`config.mk`:
```
export PLATFORM = sky130hd
export DESIGN_NAME = register_scoreboard
export DESIGN_NICKNAME = d
export VERILOG_FILES = /design/src/rtl/cpu_pkg.sv /design/src/rtl/scoreboard_cell.sv /design/src/rtl/register_scoreboard.sv
export SDC_FILE = /design/constraint.sdc
export NUM_CORES = 1
export LEC_CHECK = 0
export CAP_MARGIN = 30
export CORE_AREA = 2 2 88 90
export DETAILED_ROUTE_END_ITERATION = 6
export DIE_AREA = 0 0 90 92
export GPL_ROUTABILITY_DRIVEN = 0
export PLACE_DENSITY = 0.61
export SLEW_MARGIN = 20
export SYNTH_ARGS = -nofsm -noshare
export SYNTH_HDL_FRONTEND = slang
export SYNTH_SLANG_ARGS = --single-unit
```
`constraint.sdc`:
```
create_clock -name clk -period 2.9 [get_ports clk]
set_clock_uncertainty 0.1 [all_clocks]
set_input_delay 0.58 -clock clk [delete_from_list [all_inputs] [get_ports clk]]
set_output_delay 0.58 -clock clk [all_outputs]
set_load 0.05 [all_outputs]
```
`src/rtl/cpu_pkg.sv`:
```
// Shared pipeline types: register index, per-register forwarding code and the code values.
package cpu_pkg;
  localparam int NREG = 8;
  localparam int CW   = 3;

  typedef logic [$clog2(NREG)-1:0] reg_idx_t;
  typedef logic [CW-1:0]           code_t;

  localparam code_t CODE_READY = 3'd0;
  localparam code_t CODE_WB    = 3'd1;
  localparam code_t CODE_MEM   = 3'd2;
  localparam code_t CODE_EX    = 3'd3;

  // One stage of aging, floored at ready.
  function automatic code_t code_dec(input code_t c);
    return (c == CODE_READY) ? CODE_READY : code_t'(c - 3'd1);
  endfunction
endpackage

```
`src/rtl/scoreboard_cell.sv`:
```
// One register's pending-write code: ages each advancing cycle, set by issue, restored by flush.
module scoreboard_cell
  import cpu_pkg::*;
(
  input  logic  clk,
  input  logic  rst_n,
  input  logic  adv,
  input  logic  set,
  input  logic  restore,
  input  code_t restore_val,
  output code_t code
);
  always_ff @(posedge clk) begin
    if (!rst_n)       code <= CODE_READY;
    else if (adv) begin
      if (set)        code <= CODE_EX;
      else if (restore) code <= restore_val;
      else            code <= code_dec(code);
    end
  end
endmodule

```
`src/rtl/register_scoreboard.sv`:
```
// ID-stage scoreboard feeding register_invalid to the forwarding unit; keeps the EX writer
// record so a branch flush can put back the code the squashed writer overwrote.
module register_scoreboard
  import cpu_pkg::*;
#(
  parameter int NREG = cpu_pkg::NREG,
  parameter int SCW  = 16
) (
  input  logic           clk,
  input  logic           rst_n,
  input  logic           issue_valid,
  input  logic           issue_we,
  input  reg_idx_t       issue_rd,
  input  logic           lock,
  input  logic           freeze,
  input  logic           flush,
  output code_t          register_invalid [NREG-1:0],
  output logic           busy,
  output logic [SCW-1:0] stall_count
);
  logic     adv, fire, do_restore;
  logic     ex_valid;
  reg_idx_t ex_rd;
  code_t    ex_saved;
  code_t    cur_rd_code;

  assign adv        = !freeze;
  assign fire       = issue_valid && issue_we && !lock && !flush;
  assign do_restore = flush && ex_valid;
  assign cur_rd_code = register_invalid[issue_rd];

  for (genvar i = 0; i < NREG; i++) begin : g_cell
    scoreboard_cell u_cell (
      .clk         (clk),
      .rst_n       (rst_n),
      .adv         (adv),
      .set         (fire && (issue_rd == reg_idx_t'(i))),
      .restore     (do_restore && (ex_rd == reg_idx_t'(i))),
      .restore_val (code_dec(ex_saved)),
      .code        (register_invalid[i])
    );
  end

  always_ff @(posedge clk) begin
    if (!rst_n) begin
      ex_valid    <= 1'b0;
      ex_rd       <= '0;
      ex_saved    <= CODE_READY;
      stall_count <= '0;
    end else if (adv) begin
      ex_valid <= fire;
      if (fire) begin
        ex_rd    <= issue_rd;
        ex_saved <= code_dec(cur_rd_code);
      end
      if (lock && issue_valid && (stall_count != {SCW{1'b1}}))
        stall_count <= stall_count + SCW'(1);
    end
  end

  always_comb begin
    busy = 1'b0;
    for (int i = 0; i < NREG; i++) busy |= (register_invalid[i] != CODE_READY);
  end
endmodule
```
Word-level counts from Yosys, hierarchy flattened
Index checks and enable logic that the tools add are counted.
- flip-flop bits (word level): 47
- bits of input ports: 10
- $add $sub $neg: 11
- magnitude comparators: 1
- equality and inequality tests: 15
- muxes and demuxes: 28
- bitwise operators: 8
- reduce and logical (&&, ||, !) cells: 46
- operators with widths (cell ; number):
    $mux W3 ; 27
    $logic_not A3 Y1 ; 12
    $sub A3 B1 Y3 const B ; 10
    $eq A3 B3 Y1 const B ; 8
    $reduce_bool A3 Y1 ; 8
    $logic_and A1 B1 Y1 ; 22
    $add A16 B1 Y16 const B ; 1
    $ne A16 B16 Y1 const B ; 1
    $eq A3 B2 Y1 const B ; 4
    $bmux W3 S3 ; 1
    $or A1 B1 Y1 ; 7
    $eq A3 B1 Y1 const B ; 2
    $lt A3 B4 Y1 const B ; 1
    $reduce_and A2 Y1 ; 2
    $logic_not A1 Y1 ; 2
    $not A1 Y1 ; 1

Depth between registers and ports, before layout
- depth in word-level cells: 8
- mapped depth: 8
- mapped depth without buffers: 7

By module
From an unflattened synthesis, not the netlist that was laid out.
- cells, all modules: 364
- area total of the unflattened synthesis: 2879.0 sq um
- by module, submodules not included (module ; times used ; cells an instance ; area each (sq um)):
    register_scoreboard ; 1 ; 196 ; 1587.8
    scoreboard_cell ; 8 ; 21 ; 161.4

Worst setup path after synthesis
OpenSTA, ideal clock, no wires.
- kind: in2reg
- start point: in issue_rd[0]
- end point: reg ex_saved[2]
- library setup time: 128 ps
- arrival time: 2097 ps
- required time: 2672 ps
- path slack: 575 ps
- stages: 8
- path through: clkbuf_1 mux4_2 mux2i_1 ha_1 inv_1 ha_1 mux2i_1 nor2_1
- cells in the longest elaborated chain, start to end: 4
- elaborated cells between the ends (all ways): 5
- classes of those cells: add/sub (1); mux (3); reduce/logical (1)
- RTL lines (what ; line ; text):
    start: declaration ; register_scoreboard.sv:13 ; input reg_idx_t issue_rd,
    $bmux W3 S3 * ; register_scoreboard.sv:30 ; assign cur_rd_code = register_invalid[issue_rd];
    $mux W3 (implied by the code) * ; register_scoreboard.sv:30 ;
    $sub A3 B1 Y3 / $logic_not A3 Y1 (equally long branches) ; cpu_pkg.sv:16 ; return (c == CODE_READY) ? CODE_READY : code_t'(c - 3'd1);
    $mux W3 * ; cpu_pkg.sv:16 ;
    end signal: assignment ; register_scoreboard.sv:54 ; ex_saved <= code_dec(cur_rd_code);
    end: declaration ; register_scoreboard.sv:24 ; code_t ex_saved;
Mark *: on every way between the ends. The rest lies on a longest branch, timed or not. The select of a mux whose other input is x is not followed.
A chain may end at the register's enable or synchronous reset.

Worst setup path in the final report
- start point: in issue_rd[1]
- end point: reg ex_saved[2]
The elaborated chain is that of the path after synthesis.

==> impl_metrics.toml <==
[outcome]
status = "complete, no violations"

[job]
drv_cap = 0

[setup_path]
cp_top_family = "multiplexers"
crit_type = "in2reg"
cp_data_arrival_time_ns = 2.63
critPathBufInv = 2
critPathCaptureType = "flop"
crit_path_max_fanout = 6
cp_slowest_stage_delay_ns = 0.67
worstPathCellList = "clkdlybuf4s50_1 -> mux4_2 -> mux2i_1 -> ha_1 -> inv_1 -> ha_1 -> mux2i_1 -> nor2_1"
crit_slowest_cell = "clkdlybuf4s50_1"
cp-start-kind = "primary input"
cp.required_ns = 3.00

[final_layout]
layout_common_cells = "49 x clkdlybuf4s50_1, 47 x dfxtp_1, 36 x a21oi_1, 28 x nor2_1, 22 x buf_4"
stdcell_count = 498
area_growth_pct = 28.26
finalNetCount = 409
finish.utilization_pct = 49.11
fill_cells = 745
antenna_cells = 0
layout_commonest_cell = "clkdlybuf4s50_1"
multiInputGateArea_um2 = 1810
ff_latch_area_um2 = 940.9
drive_above_1_share_pct = 12.37

[pwr]
leakage_uw = 0.001230
ir_drop_uv = 194.1
powerDensity_nw_per_um2 = 358.4

[route]
vias = 2881
drtIter0Drc = 159
wl_per_cell_um = 16.22
drc = 0
ant_nets = 0
dr.pass1.iters = 4
viasPerCell = 5.785
wl_um = 8076

[clock_tree]
cts_root_buf = "clkbuf_8"
cts-buffers-inserted = 5
clk_pin_slew_ns = 0.09
cts_buffer_depth = 2
htree_levels = 2
cts-hold-fix-buffers = 0
insertion_delay_ns = 0.31
postCtsSetupBuffers = 0
cts.sinks = 47
tritoncts = "done"

[yosys]
synth_edf_count = 0
yosys_warnings = 0
yosysTopAreaCell = "dfxtp_1"
synth_area_um2 = 2851
synth_compound_area_share_pct = 21.59
avgSynthCellArea_um2 = 8.537
synth_top_family_by_area = "simple AND/OR/NAND/NOR gates"
synth_fp_nets = 348
synth_cell_type_count = 47
yosysTopAreaCellShare_pct = 33.00
ys_ff_latch = 47
synth_area_leaders = "dfxtp_1 33%, mux2i_1 6.7%, a21oi_1 6.3%"
synth_xor_area_share_pct = 0
ys.flop_type = "dfxtp_1"
synthMuxAreaShare_pct = 14.96
ys_seq_area_share_pct = 33.00
synth_fa_ha_area_share_pct = 1.755
synthCells = 334
synth-simple-area-share_pct = 25.19
async_flop_share_pct = 0

[grt]
grt_pass1_wl_um = 13500
grt_util_met1_pct = 25.74
grt_pass1_vias = 2652
grt_usage_pct = 20.09
busiest_layer = "met2"
grt_max_degree = 37
antenna_found_initial = 0
met2_usage_pct = 33.40
globalRoute.totalOverflow = 0
met3_usage_pct = 4.848

[timing]
tightest_slew_ns = 0.6840
hold_viol = 0
holdWs_ns = 0.4044
fin_setup_tns_ns = 0
fmax_mhz = 395.8
layout_worst_path_cycle_share_pct = 87.12
period_needed_ns = 2.526
slew_violations = 0
max_slew_margin_pct = 54.05
rsz0062_at_grt = "no"
finalSetupViolCount = 0

[floorplan]
start_util_pct = 38.29
dieArea_um2 = 8280
die_h_um = 92
rows = 32
core_region_area_um2 = 7447
dieWidth_um = 90
ios = 51

[place]
place_inst = 490
hpwl_um = 5908
port_buffers = 50

[worst_hold_path]
hp-class = "reg2reg"
## cells in the mapped netlist, drive strengths merged, types with 9 or more instances
master  count
nor3b       9
mux2        9
nand3      13
nand2b     17
mux2i      19
clkbuf     16
dfxtp      47
a21oi      36
nand2      15
nor2       28
o21ai      23
## through the flow
stage | power [uW] | area, um2 | worst slack (ns)
floorplan | 836.2 | 2851 | 0.5750
global route | 1373 | 3657 | 0.2487
CTS | 1324 | 3655 | 0.02417
global placement | 923.4 | 3571 | 0.1224
detailed placement | 925.4 | 3571 | 0.02613
finish | 1311 | 3657 | 0.3736
## cell families after synthesis
group,after synthesis
AOI/OAI and AO/OA,97
adders and majority gates,4
buffers and inverters,25
DFF,47
muxes,34
and+or+nand+nor,127
## where the power goes
part / leakage (uW) / switching (uW) / internal [uW]
clock network: 0.0000477 / 235 / 166
logic: 0.000801 / 139 / 92.7
registers: 0.000382 / 19.1 / 660
## cell type report
cell class / instances / share of cell area (%)
multi-input cells: 262 / 49.50
flip-flops and latches: 47 / 25.73
repair buffers: 72 / 18.27
well taps: 102 / 3.490
clock buffers: 5 / 1.882
inverters: 7 / 0.7184
clock inverters: 3 / 0.4105
## worst paths after layout
kind                                   endpoint           start  slack, ns  cells after the start
worst min register to register   stall_count[7]  stall_count[7]       0.40                      2
worst max register to register  stall_count[11]  stall_count[0]       0.83                      4
worst max-delay path                ex_saved[2]     issue_rd[1]       0.37                      8
worst min-delay path             stall_count[7]  stall_count[7]       0.40                      2
## worst register-to-register path: stages, from the launching register on
cell     delay, ns
dfxtp_1       0.43
nand2_1       0.11
or4_1         0.68
or4_1         0.51
a21oi_1       0.18
## state kept, by name, indices dropped and copies added (netlist names)
| name | cells |
|---|---|
| g_cell.u_cell.code | 24 |
| ex_rd | 3 |
| stall_count | 16 |
| ex_saved | 3 |
| ex_valid | 1 |
## metal layers
layer	routed length, um	up-vias
met1	3658	1397
met2	3816	73
met4	172	0
met5	0	-
li1	-	1397
met3	429	14
## repair_timing
action                                  CTS  global route
endpoints found under the setup margin    0             1
endpoints found under the hold margin     0             0
gates resized for setup                   0             1
Note: power is estimated with default switching activity, not from simulation.
==> variant, RTL diff (same flow settings) <==
Put one more register stage on the output `stall_count`, without a reset. The value now appears one clock later. The other outputs are not delayed to match.
--- a/src/rtl/register_scoreboard.sv
+++ b/src/rtl/register_scoreboard.sv
@@ -18,6 +18,8 @@
   output logic           busy,
   output logic [SCW-1:0] stall_count
 );
+
+  logic [SCW-1:0] stall_count_s0;
   logic     adv, fire, do_restore;
   logic     ex_valid;
   reg_idx_t ex_rd;
@@ -46,15 +48,15 @@
       ex_valid    <= 1'b0;
       ex_rd       <= '0;
       ex_saved    <= CODE_READY;
-      stall_count <= '0;
+      stall_count_s0 <= '0;
     end else if (adv) begin
       ex_valid <= fire;
       if (fire) begin
         ex_rd    <= issue_rd;
         ex_saved <= code_dec(cur_rd_code);
       end
-      if (lock && issue_valid && (stall_count != {SCW{1'b1}}))
-        stall_count <= stall_count + SCW'(1);
+      if (lock && issue_valid && (stall_count_s0 != {SCW{1'b1}}))
+        stall_count_s0 <= stall_count_s0 + SCW'(1);
     end
   end
 
@@ -62,4 +64,8 @@
     busy = 1'b0;
     for (int i = 0; i < NREG; i++) busy |= (register_invalid[i] != CODE_READY);
   end
+  always_ff @(posedge clk) begin
+    stall_count <= stall_count_s0;
+  end
+
 endmodule
Behaviour: not the same (Yosys sat finds a counterexample within 4 cycles, from zero or initial values and one cycle with rst_n low).
==> variant against the unedited design <==
  * Sequential cell count rose by 16
  * Design area rose by 13%
  * Cell count rose by 3.6%
  * Worst setup slack got worse by 0.11 ns
  * Power rose by 50%
  * Wire length rose by 9.3%
  * Area after synthesis rose by 13%
  * Synthesized cell count rose by 3.6%
  * First-iteration DRC count fell by 3.1%
  * Register-to-register slack improved by 0.04 ns
  * Largest cell class unchanged
==> variant: results (changes against the unedited design) <==
global_routing:
  grt_max_degree: 33  # -11%
  track_usage_pct: 22.0  # +1.9 points
  met2_usage_pct: 37.0  # +3.6 points
  grt_pass1_vias: 2872  # +8.3%
  grt_pass1_wl_um: 14400  # +6.9%
  use_met3_pct: 5.42  # +0.58 points
routing:
  detail_route.wl_per_cell_um: 17.1  # +5.5%
  viasPerCell: 5.82  # +0.63%
  vias: 3004  # +4.3%
  firstDrtPassIters: 4  # unchanged
  first_iter_violations: 154  # -3.1%
layout:
  nets: 423  # +3.4%
  drive_gt1_share_pct: 12.8  # +0.43 points
  top_regs: "g_cell.u_cell.code (24), stall_count (16), stall_count_s0 (16)"
  n_fill_cell: 716  # -3.9%
sta:
  worstMarginPinSlew_ns: 0.679  # -0.00540 ns
min_path:
  worstHoldPathCells: 0  # -2
  min_from: "stall_count_s0[14]$_SDFFE_PN0P_"
  hold_path_end: "stall_count[14]$_DFF_P_"
synthesis:
  syn_nets: 360  # +3.4%
  synthDistinctLibCells: 53  # +13%
  synth-seq-area-share_pct: 39.3  # +6.3 points
  ys_warn_count: 0  # unchanged
  synth_common_cells: "63 x dfxtp_1, 33 x a21oi_1, 23 x nor2_1"
  synth.area.top_cells: "dfxtp_1 39%, mux2i_1 5.9%, a21oi_1 5.1%"
clocking:
  htree_num_levels: 3  # +1
  clock_latency_ns: 0.34  # +0.03 ns
  cts_buffers: 9  # +4
  clkSlewWorstSetupHoldPaths_ns: 0.07  # -0.02 ns
worst_setup_path:
  reg2reg_slack_ns: 0.87  # +0.04 ns
  r2r_start: "stall_count_s0[0]$_SDFFE_PN0P_"
  rr_worst_depth: 5  # +1
  r2r_end: "stall_count_s0[6]$_SDFFE_PN0P_"
  crit_path_max_fanout: 8  # +2
placed_design:
  dpl_cell_area_mm2: 0.00391  # +9.4%
  post-dp-hpwl_um: 6200  # +5.0%
pwr:
  irDropWorstVdd_mv: 0.261  # +35%
  p_leak_nw: 1.42  # +16%
status:
  status: "complete, no violations"
## variant: critical path: stages, from the launching register on
cell           delay, ns
dfxtp_1             0.38
nor4_1              0.43
and4_1              0.25
nand4_1             0.10
dlygate4sd2_1       0.45
## variant: per-layer routing
layer,part of all wire [%],vias to the layer above
met5,0,-
met4,3.3,0
met3,5.0,26
met2,47,93
met1,45,1434
li1,-,1451
## variant: layout make-up
type	instances	area share (%)
inverter	8	0.729
clock buffer	10	3.10
multi-input combinational	259	45.0
clock inverter	6	2.07
timing repair buffer	68	15.4
tap	102	3.10
sequential	63	30.6
## variant: kinds of logic (layout without fill, tap and decap cells)
family                     Yosys count  after routing  synth area share (%)
AOI/OAI and AO/OA                   96             96                  19.4
xor gates and xnor gates             1              1                 0.273
adders and majority gates            4              4                  1.56
buffers and inverters               24             92                  3.12
DFF                                 63             63                  39.3
muxes                               34             34                  13.3
and+or+nand+nor                    124            124                  23.1
## variant: timing repair
| item | in CTS | in global routing |
|---|---|---|
| endpoints found under the hold margin | 0 | 0 |
| setup endpoints to repair | 1 | 0 |
| gates resized for setup | 1 | 0 |
## variant: report_power, final
part	internal, mW	leakage (nW)	switching [mW]
clock network	0.481	0.102	0.356
registers	0.880	0.511	0.0207
logic	0.0927	0.808	0.141
## variant: metrics by stage
stage          power (mW)  worst slack [ns]  hold slack [ns]  util [%]
2_1_floorplan        1.06             0.716            0.252         -
3_3_place_gp         1.15            0.0390            0.263      52.4
3_5_place_dp         1.15           -0.0197            0.268      52.4
4_1_cts              1.98             0.250            0.282      55.3
5_1_grt              2.05             0.193            0.291      55.3
6_report             1.97             0.261            0.283      55.3
## variant: how the worst max path moves through the flow
stage	startpoint	endpoint	slack (ns)
2_1_floorplan	issue_rd[0]	ex_saved[2]$_SDFFE_PN0P_	0.72
3_3_place_gp	issue_rd[0]	ex_saved[2]$_SDFFE_PN0P_	0.04
3_5_place_dp	issue_rd[0]	ex_saved[2]$_SDFFE_PN0P_	-0.02
4_1_cts	g_cell[0].u_cell.code[0]$_SDFFE_PN0N_	busy	0.25
5_1_grt	g_cell[0].u_cell.code[0]$_SDFFE_PN0N_	busy	0.19
6_report	g_cell[0].u_cell.code[0]$_SDFFE_PN0N_	busy	0.26
